$ cat src/rtl/gray_pkg.sv
// gray_pkg: shared Gray-code helpers for the converter, gray_counter and
// pointer-sync blocks.
//   GRAY_WIDTH_DEF : default counter width
//   GRAY_MAX_W     : widest vector the helpers handle
//   bin2gray/gray2bin operate on GRAY_MAX_W-bit vectors. Callers zero-extend
//   a narrower value and truncate the result. Zero upper bits do not disturb
//   the low bits of either transform.
package gray_pkg;

    localparam int GRAY_WIDTH_DEF = 4;
    localparam int GRAY_MAX_W     = 32;

    function automatic logic [GRAY_MAX_W-1:0] bin2gray(input logic [GRAY_MAX_W-1:0] b);
        return b ^ (b >> 1);
    endfunction

    // Each binary bit is the XOR of the Gray bits at and above its position.
    function automatic logic [GRAY_MAX_W-1:0] gray2bin(input logic [GRAY_MAX_W-1:0] g);
        logic [GRAY_MAX_W-1:0] b;
        b[GRAY_MAX_W-1] = g[GRAY_MAX_W-1];
        for (int i = GRAY_MAX_W - 2; i >= 0; i--)
            b[i] = b[i+1] ^ g[i];
        return b;
    endfunction

endpackage

$ cat src/rtl/gray_to_bin.sv
// gray_to_bin: combinational Gray-to-binary decoder.
//   WIDTH          : vector width
//   gray [WIDTH]   : Gray-coded input
//   bin  [WIDTH]   : binary result; the msb passes straight through
// Each output bit is the parity of the Gray bits from that position upward.
// Computing each bit independently avoids a bit-to-bit ripple chain through
// the same vector.
module gray_to_bin #(
    parameter int WIDTH = 4
) (
    input  logic [WIDTH-1:0] gray,
    output logic [WIDTH-1:0] bin
);

    for (genvar i = 0; i < WIDTH; i++) begin : g_bit
        assign bin[i] = ^(gray >> i);
    end

endmodule

$ cat src/rtl/gray_counter.sv
// gray_counter: registered up/down Gray-code counter with load, clear and
// wrap flag.
//   WIDTH (2..32)     : counter width
//   clk, rst_n        : clock; synchronous active-low reset
//   en, up            : step by one, with direction (1 = up)
//   load, load_val    : synchronous load of a binary value
//   clr               : synchronous clear
//   bin_out, gray_out : registered binary and Gray counts
//   tc                : one-cycle pulse after a counting wrap
//   gray_in, dec_out  : registered Gray decode, present only when the
//                       GRAY_COUNTER_DECODE_EN macro is defined
// Per-edge priority is rst_n, then clr, then load, then en.
module gray_counter
    import gray_pkg::*;
#(
    parameter int WIDTH = GRAY_WIDTH_DEF
) (
    input  logic             clk,
    input  logic             rst_n,
    input  logic             en,
    input  logic             up,
    input  logic             load,
    input  logic [WIDTH-1:0] load_val,
    input  logic             clr,
    output logic [WIDTH-1:0] bin_out,
    output logic [WIDTH-1:0] gray_out,
`ifdef GRAY_COUNTER_DECODE_EN
    input  logic [WIDTH-1:0] gray_in,
    output logic [WIDTH-1:0] dec_out,
`endif
    output logic             tc
);

    logic [WIDTH-1:0] cnt_nxt;
    logic             tc_nxt;

    always_comb begin
        cnt_nxt = bin_out;
        tc_nxt  = 1'b0;
        if (clr) begin
            cnt_nxt = '0;
        end else if (load) begin
            cnt_nxt = load_val;
        end else if (en) begin
            if (up) begin
                cnt_nxt = bin_out + WIDTH'(1);
                tc_nxt  = &bin_out;
            end else begin
                cnt_nxt = bin_out - WIDTH'(1);
                tc_nxt  = ~|bin_out;
            end
        end
    end

    // gray_out is registered from the next count, so it never glitches
    // through a combinational decode of bin_out.
    always_ff @(posedge clk) begin
        if (!rst_n) begin
            bin_out  <= '0;
            gray_out <= '0;
            tc       <= 1'b0;
        end else begin
            bin_out  <= cnt_nxt;
            gray_out <= WIDTH'(bin2gray(GRAY_MAX_W'(cnt_nxt)));
            tc       <= tc_nxt;
        end
    end

`ifdef GRAY_COUNTER_DECODE_EN
    logic [WIDTH-1:0] dec_nxt;

    gray_to_bin #(.WIDTH(WIDTH)) u_dec (
        .gray (gray_in),
        .bin  (dec_nxt)
    );

    always_ff @(posedge clk) begin
        if (!rst_n) dec_out <= '0;
        else        dec_out <= dec_nxt;
    end
`endif

endmodule
$ cat config.mk
export PLATFORM = sky130hd
export DESIGN_NAME = gray_counter
export DESIGN_NICKNAME = d
export VERILOG_FILES = /design/src/rtl/gray_pkg.sv /design/src/rtl/gray_to_bin.sv /design/src/rtl/gray_counter.sv
export SDC_FILE = /design/constraint.sdc
export NUM_CORES = 1
export LEC_CHECK = 0
export BUFFER_PORTS_ARGS = -buffer_cell sky130_fd_sc_hd__buf_2
export CAP_MARGIN = 15
export CORE_UTILIZATION = 30
export CTS_CLUSTER_DIAMETER = 100
export DETAILED_ROUTE_END_ITERATION = 7
export HOLD_SLACK_MARGIN = 0.12
export MAX_ROUTING_LAYER = met4
export PLACE_DENSITY_LB_ADDON = 0.15
export SYNTH_ARGS = -nofsm -noshare
export SYNTH_HDL_FRONTEND = slang
export SYNTH_SLANG_ARGS = --single-unit
$ cat constraint.sdc
create_clock -name clk -period 2.26 [get_ports clk]
set_input_delay 0.339 -clock clk [delete_from_list [all_inputs] [get_ports clk]]
set_output_delay 0.339 -clock clk [all_outputs]
set_load 0.02 [all_outputs]
; After elaboration in Yosys (flattened, before gate mapping)
; Cells that the tools add are included.
[word_totals]
reg_bits = 9
latchBits = 0
ram_bits = 0
mem_bits_ro = 0
in_bits = 10
word_cells = 17
mem_count = 0
[classes]
n_addsub = 2
multipliers = 0
div = 0
n_lt_le_gt_ge = 0
eq_ne = 0
n_shift = 0
n_mux = 5
n_bitwise = 3
n_reduce_logical = 4
[op_table]
columns = op, n
row1 = $mux 4, 4
row2 = $reduce_or 4->1, 2
row3 = $add 4x1->4 const B, 1
row4 = $reduce_and 4->1, 1
row5 = $sub 4x1->4 const B, 1
row6 = $xor 4x3->4, 1
row7 = $not 1->1, 2
row8 = $logic_not 1->1, 1
row9 = $mux 1, 1

; Logic depth before layout (Yosys ltp)
; Gate-level depths: netlist of run 1.
[logic_depth]
ltp_word = 6
depth_mapped = 6

; Worst setup path after synthesis of run 1
; Ideal clock, no wire load.
[synth_timing]
path_kind = register -> register
startpoint = reg bin_out[0]
endpoint = reg gray_out[1]
setup_ns = 0.070
arrival_ns = 1.962
setup_slack_ns = 0.228
path_stages_with_launch = 7
n_path_buf = 0
period_less_slack_ns = 2.032
path_cell_list = dfxtp_1 inv_1 fa_1 nand2b_1 a311oi_2 or4_1 a21oi_1
[synth_between]
elab_chain_cells = 6
elab_cells_between_ends = 7
classes_between = 2 x add/sub / 4 x mux / 1 x bitwise
[synth_rtl]
columns = element, line
row1 = from (decl), gray_counter.sv:25  ; output logic [WIDTH-1:0] bin_out,
row2 = from (signal assigned), gray_counter.sv:63  ; bin_out <= cnt_nxt;
row3 = $sub 4x1->4 / $add 4x1->4 (equally long branches), "gray_counter.sv:49, gray_counter.sv:46"
row4 = $mux 4 *, gray_counter.sv:45  ; if (up) begin
row5 = $mux 4 *, gray_counter.sv:44  ; end else if (en) begin
row6 = $mux 4 *, gray_counter.sv:42  ; end else if (load) begin
row7 = $mux 4 *, gray_counter.sv:40  ; if (clr) begin
row8 = $xor 4x3->4 *, gray_pkg.sv:14  ; return b ^ (b >> 1);
row9 = to (signal assigned), gray_counter.sv:64  ; gray_out <= WIDTH'(bin2gray(GRAY_MAX_W'(cnt_nxt)));
row10 = to (decl), gray_counter.sv:26  ; output logic [WIDTH-1:0] gray_out,
; Mark *: on every way between the ends. The rest lies on a longest branch, timed or not.
; A chain may end at the register's enable or synchronous reset.

; Worst setup path in the final report of run 1
[layout_timing]
startpoint = reg bin_out[1]
endpoint = reg gray_out[1]
[layout_between]
elab_chain_cells = 6
elab_cells_between_ends = 7
classes_between = 2 x add/sub / 4 x mux / 1 x bitwise
[layout_rtl]
columns = element, line
row1 = $sub 4x1->4 / $add 4x1->4 (equally long branches), "gray_counter.sv:49, gray_counter.sv:46"
row2 = $mux 4, gray_counter.sv:45
row3 = $mux 4 *, gray_counter.sv:44
row4 = $mux 4 *, gray_counter.sv:42
row5 = $mux 4 *, gray_counter.sv:40
row6 = $xor 4x3->4 *, gray_pkg.sv:14
; Marks and branches as above.

==> results_dict.tcl, run 1 <==
set metrics [dict create \
    utilization 0.418 \
    synth_edf_count 0 \
    synth_area_um2 537 \
    via_count 485 \
    peakVddDrop_v 0.000194 \
    area_growth_pct 24.2 \
    yosys.area.top_type_share 0.298 \
    r2r_start "bin_out[1]" \
    dpl.hpwl_um 870 \
    post_cts_buffers 0 \
    synth_common_cells "dfxtp_1 (8), inv_1 (5), nor2_1 (5)" \
    finalSetupViolCount 0 \
    yosysTopAreaCell "dfxtp_1" \
    ant_nets 0 \
    grt_pass1_vias 432 \
    root_buffer "clkbuf_4" \
    finClkSkew_ns 0.0119 \
    clk_latency_ns 0.25 \
    first_pass_iters 2 \
    status "completed" \
    grt_usage 0.131 \
    start_util 0.337 \
    synthAdderAreaFrac 0.0839 \
    synthMuxAreaShare 0.0280 \
    cts_buffers 3 \
    grt_max_degree 12 \
    drive_above_1_share 0.333 \
    cp.required_ns 2.44 \
    cp_slowest_cell "or4_1" \
    synth-compound-area-share 0.193 \
    crit_family "simple AND/OR/NAND/NOR gates" \
    rsz0062_at_grt "no" \
    grt_overflow_total 0 \
    worst-setup-path-type "reg -> reg" \
    fmax_ghz 0.511 \
    ys.flop_type "dfxtp_1" \
    fillCellCount 158 \
    io_pins 19 \
    netlist_instances 59 \
    max-clock-path-buffers 2 \
    drt_wl_total_um 1090 \
    cp-start-kind "register" \
    drc_errors 0 \
    r2r-end "gray_out[1]" \
    period_share 0.866 \
    max_cap_violations 0 \
    hold_buffers 0 \
    post_cts_resized 0 \
    synth_top_family_by_area "simple AND/OR/NAND/NOR gates" \
    antenna_found_initial 0 \
    ys_seq_area_frac 0.298 \
    hold_viol 0 \
    yosysWarnings 0 \
    hp-start "rst_n" \
    hold_path_depth 2 \
    rows 14 \
    synth.distinct_cells 30 \
    reg2reg_depth 6 \
    synthArstFlopShare 0 \
    fin_ws_ns 0.303 \
    p_leak_nw 0.299 \
    whs_endpoint "bin_out[1]" \
    crit_path_max_fanout 5 \
    regArea_um2 160 \
    io_buffers 18 \
    nets 93 \
    clk_pin_slew_ns 0.06 \
    n_antenna_cell 0 \
    endpoint_kind "register" \
    worst-path-buf-inv 1 \
    min_path_type "in -> reg" \
    worstPathCellList "inv_1 -> fa_1 -> nand2b_1 -> a311oi_2 -> or4_1 -> a21oi_1" \
    yosysMostFrequentCell "dfxtp_1" \
    multiInputGateArea_um2 338 \
    gp_congestion 0.882 \
    crit_start "bin_out[1]" \
    syn_nets 72 \
    cts_sinks 8 \
    relSlewSlack 0.715 \
    synth.area.top_cells "dfxtp_1 (30%), xnor2_1 (4.9%), ha_1 (4.7%)" \
    die_width_um 44.3 \
    reg2reg_setup_slack_ns 0.30 \
    via_per_inst 4.75 \
    ys_seq_elements 8 \
    dp_slack_ns 0.243 \
    slew_viol_final 0 \
    slowest_delay_ns 0.52 \
    core_mm2 0.00159 \
    tns_ns 0 \
    chipHeight_um 44.3 \
    h-tree-depth 1 \
    synth_xor_area_frac 0.0490 \
    crit_arrival_ns 2.14 \
    yosys.area_share.simple 0.275 \
    grt_pass1_wl_um 1810 \
    drt-initial-drc-count 1 \
    dieArea_mm2 0.00196 \
    syn_area_per_cell_um2 9.10 \
    tightest_slew_ns 0.424 \
    cts_tree "yes" \
    power.density_mw_per_mm2 534 \
    period_needed_ns 1.96 \
    wire_per_inst_um 10.7 \
]
## flip-flops by register name (all words and copies together), names as in the netlist
signal / cells
bin_out: 4
gray_out: 3
tc: 1
## cell type report
cell class                 count  share of cell area
sequential                     8               0.240
inverter                       5              0.0281
multi-input combinational     43               0.507
timing repair buffer          19               0.146
tap                           24              0.0450
clock buffer                   3              0.0338
## placed cells by master (no fill, tap or decap), drive strengths merged
master,Yosys,routed
fa,1,1
nor2,5,5
or4,2,2
nand3b,1,1
or4b,1,1
a311oi,1,1
xnor2,3,3
buf,3,19
nand2b,3,3
mux2,1,1
o21ba,1,1
ha,2,2
a31oi,1,1
a2bb2oi,1,1
nor4bb,1,1
a22o,1,1
a21oi,2,2
o31ai,1,1
dfxtp,8,8
a211oi,2,2
and2,2,2
nand3,1,1
inv,5,5
nor3b,1,1
clkbuf,0,3
a21o,1,1
nor2b,3,3
nor3,3,3
a221oi,1,1
nor4b,1,1
## routing by layer
metal,share of wire,track usage,vias up
met5,0,-,-
met3,0.028,0.0367,2
met2,0.44,0.185,12
met4,0.0083,0.0727,0
met1,0.52,0.167,219
li1,-,-,252
## power breakdown
part	internal, W	switching, W	leakage (nW)
combinational	0.0000428	0.0000522	0.220
sequential	0.000150	0.00000551	0.0657
clock	0.0000606	0.0000453	0.0138
total	0.000253	0.000103	0.299
## kinds of logic (layout without fill, tap and decap cells)
group                    after synthesis  after routing
AND/OR/NAND/NOR                       24             24
AO/OA/AOI/OAI                         12             12
flip-flops                             8              8
buffers and inverters                  8             27
adder cells (fa/ha/maj)                3              3
XOR/XNOR                               3              3
multiplexers                           1              1
## per-stage QoR
stage          cell area [um2]  total power [W]  cells  hold slack (ns)
5_1_grt                    667         0.000378    102            0.356
6_report                   667         0.000356    102            0.338
2_1_floorplan              537         0.000226     59            0.461
3_5_place_dp               644         0.000254     99            0.583
4_1_cts                    667         0.000362    102            0.329
3_3_place_gp               644         0.000255     99            0.592
## worst max path at each step
stage | endpoint | slack, ns | cells past startpoint
floorplan | gray_out[1] | 0.23 | 6
global placement | gray_out[1] | 0.25 | 6
detailed placement | gray_out[1] | 0.24 | 6
CTS | gray_out[1] | 0.30 | 6
global route | gray_out[1] | 0.15 | 6
finish | gray_out[1] | 0.30 | 6
Power figures use the tool's default switching activity.
==> inputs of run 2 (changes only) <==
clock period = 2.5 ns   (was 2.26 ns; I/O delays follow)
==> run 2 against run 1 <==
- sequential share of layout area unchanged
- fmax down 1.8%
- total power down 9.1%
- via count up 0.21%
- wire length up 3.0%
- global-route usage up 1.8 points
- largest cell class unchanged
==> results_dict.tcl, run 2 (same netlist as run 1, synthesis figures left out) <==
set metrics [dict create \
    status "completed" \
    relSlewSlack 0.755 \
    crit_path_max_fanout 6 \
    dieArea_mm2 0.00196 \
    worst-setup-path-type "reg -> reg" \
    grt_usage 0.149 \
    rows 14 \
    fin_ws_ns 0.507 \
    max_cap_violations 0 \
    nets 93 \
    hold_buffers 0 \
    cp.required_ns 2.69 \
    area_growth_pct 24.2 \
    h-tree-depth 1 \
    io_pins 19 \
    final_cell_mix "buf_2 (18), dfxtp_1 (8), inv_1 (5), nor2_1 (5)" \
    placed_cells 99 \
    io_buffers 18 \
    slowest_delay_ns 0.52 \
    top_regs "bin_out (4), gray_out (3), tc (1)" \
    clk_pin_slew_ns 0.06 \
    grt_pass1_vias 463 \
    n_antenna_cell 0 \
    drt_wl_total_um 1120 \
    regArea_um2 160 \
    power.density_mw_per_mm2 486 \
    crit_family "simple AND/OR/NAND/NOR gates" \
    hold_viol 0 \
    wire_per_inst_um 11.0 \
    via_per_inst 4.76 \
    die_width_um 44.3 \
    period_share 0.797 \
    p_leak_nw 0.299 \
    tns_ns 0 \
    post_cts_resized 0 \
    drc_errors 0 \
    start_util 0.337 \
    gp_congestion 0.796 \
    endpoint_kind "register" \
    peakVddDrop_v 0.000148 \
    clk_latency_ns 0.25 \
    dpl.hpwl_um 904 \
    chipHeight_um 44.3 \
    finClkSkew_ns 0.00829 \
    via_count 486 \
    drt-initial-drc-count 6 \
    root_buffer "clkbuf_4" \
    worst-path-buf-inv 1 \
    fmax_ghz 0.502 \
    period_needed_ns 1.99 \
    grt_pass1_wl_um 2010 \
    first_pass_iters 3 \
    worstPathCellList "inv_1 -> fa_1 -> nand2b_1 -> a311oi_2 -> or4_1 -> a21oi_1" \
    crit_arrival_ns 2.18 \
    tightest_slew_ns 0.365 \
    antenna_found_initial 0 \
    max-clock-path-buffers 2 \
    final_cells 102 \
    largest_register_ffs 4 \
    cts_tree "yes" \
    slew_viol_final 0 \
    min_path_type "in -> reg" \
    cp-start-kind "register" \
    grt_max_degree 12 \
    fillCellCount 170 \
    post_cts_buffers 0 \
    grt_overflow_total 0 \
    reg2reg_setup_slack_ns 0.51 \
    ant_nets 0 \
    cts_buffers 3 \
    core_mm2 0.00159 \
    multiInputGateArea_um2 338 \
    cts_sinks 8 \
    dp_slack_ns 0.460 \
    finalSetupViolCount 0 \
    rsz0062_at_grt "no" \
    drive_above_1_share 0.333 \
    regMostFlops "bin_out" \
    final_common_cell "buf_2" \
    cp_slowest_cell "or4_1" \
]
==> run 2: cell counts in the layout (fill, tap and decap cells not counted) <==
Identical to the previous run, type by type.
==> run 2: power breakdown <==
group | internal (W) | switching, W
logic | 0.0000397 | 0.0000468
registers | 0.000136 | 0.00000605
clock network | 0.0000547 | 0.0000410
==> run 2: final cells by class <==
class / count / share of cell area
clock buffer: 3 / 0.0338
inverter: 5 / 0.0281
multi-input combinational: 43 / 0.507
sequential: 8 / 0.240
tap: 24 / 0.0450
timing repair buffer: 19 / 0.146
==> run 2: final timing paths <==
path | cells past startpoint | to | startpoint
setup / recovery | 6 | gray_out[1] | bin_out[0]
hold / removal | 2 | bin_out[0] | rst_n
setup reg to reg | 6 | gray_out[1] | bin_out[0]
hold reg to reg | 2 | tc | bin_out[2]
==> run 2: through the flow <==
step | total power, W | utilization | hold WS, ns | area [um2]
floorplan | 0.000205 | - | 0.497 | 537
global placement | 0.000231 | 0.404 | 0.645 | 644
detailed placement | 0.000231 | 0.404 | 0.624 | 644
CTS | 0.000329 | 0.418 | 0.368 | 667
global route | 0.000346 | 0.418 | 0.397 | 667
finish | 0.000324 | 0.418 | 0.375 | 667
==> run 2: metal layers <==
layer	part of all wire	vias up	track usage
met4	0.0080	0	0.0909
li1	-	250	-
met3	0.030	2	0.0367
met5	0	-	-
met2	0.44	14	0.221
met1	0.52	220	0.180
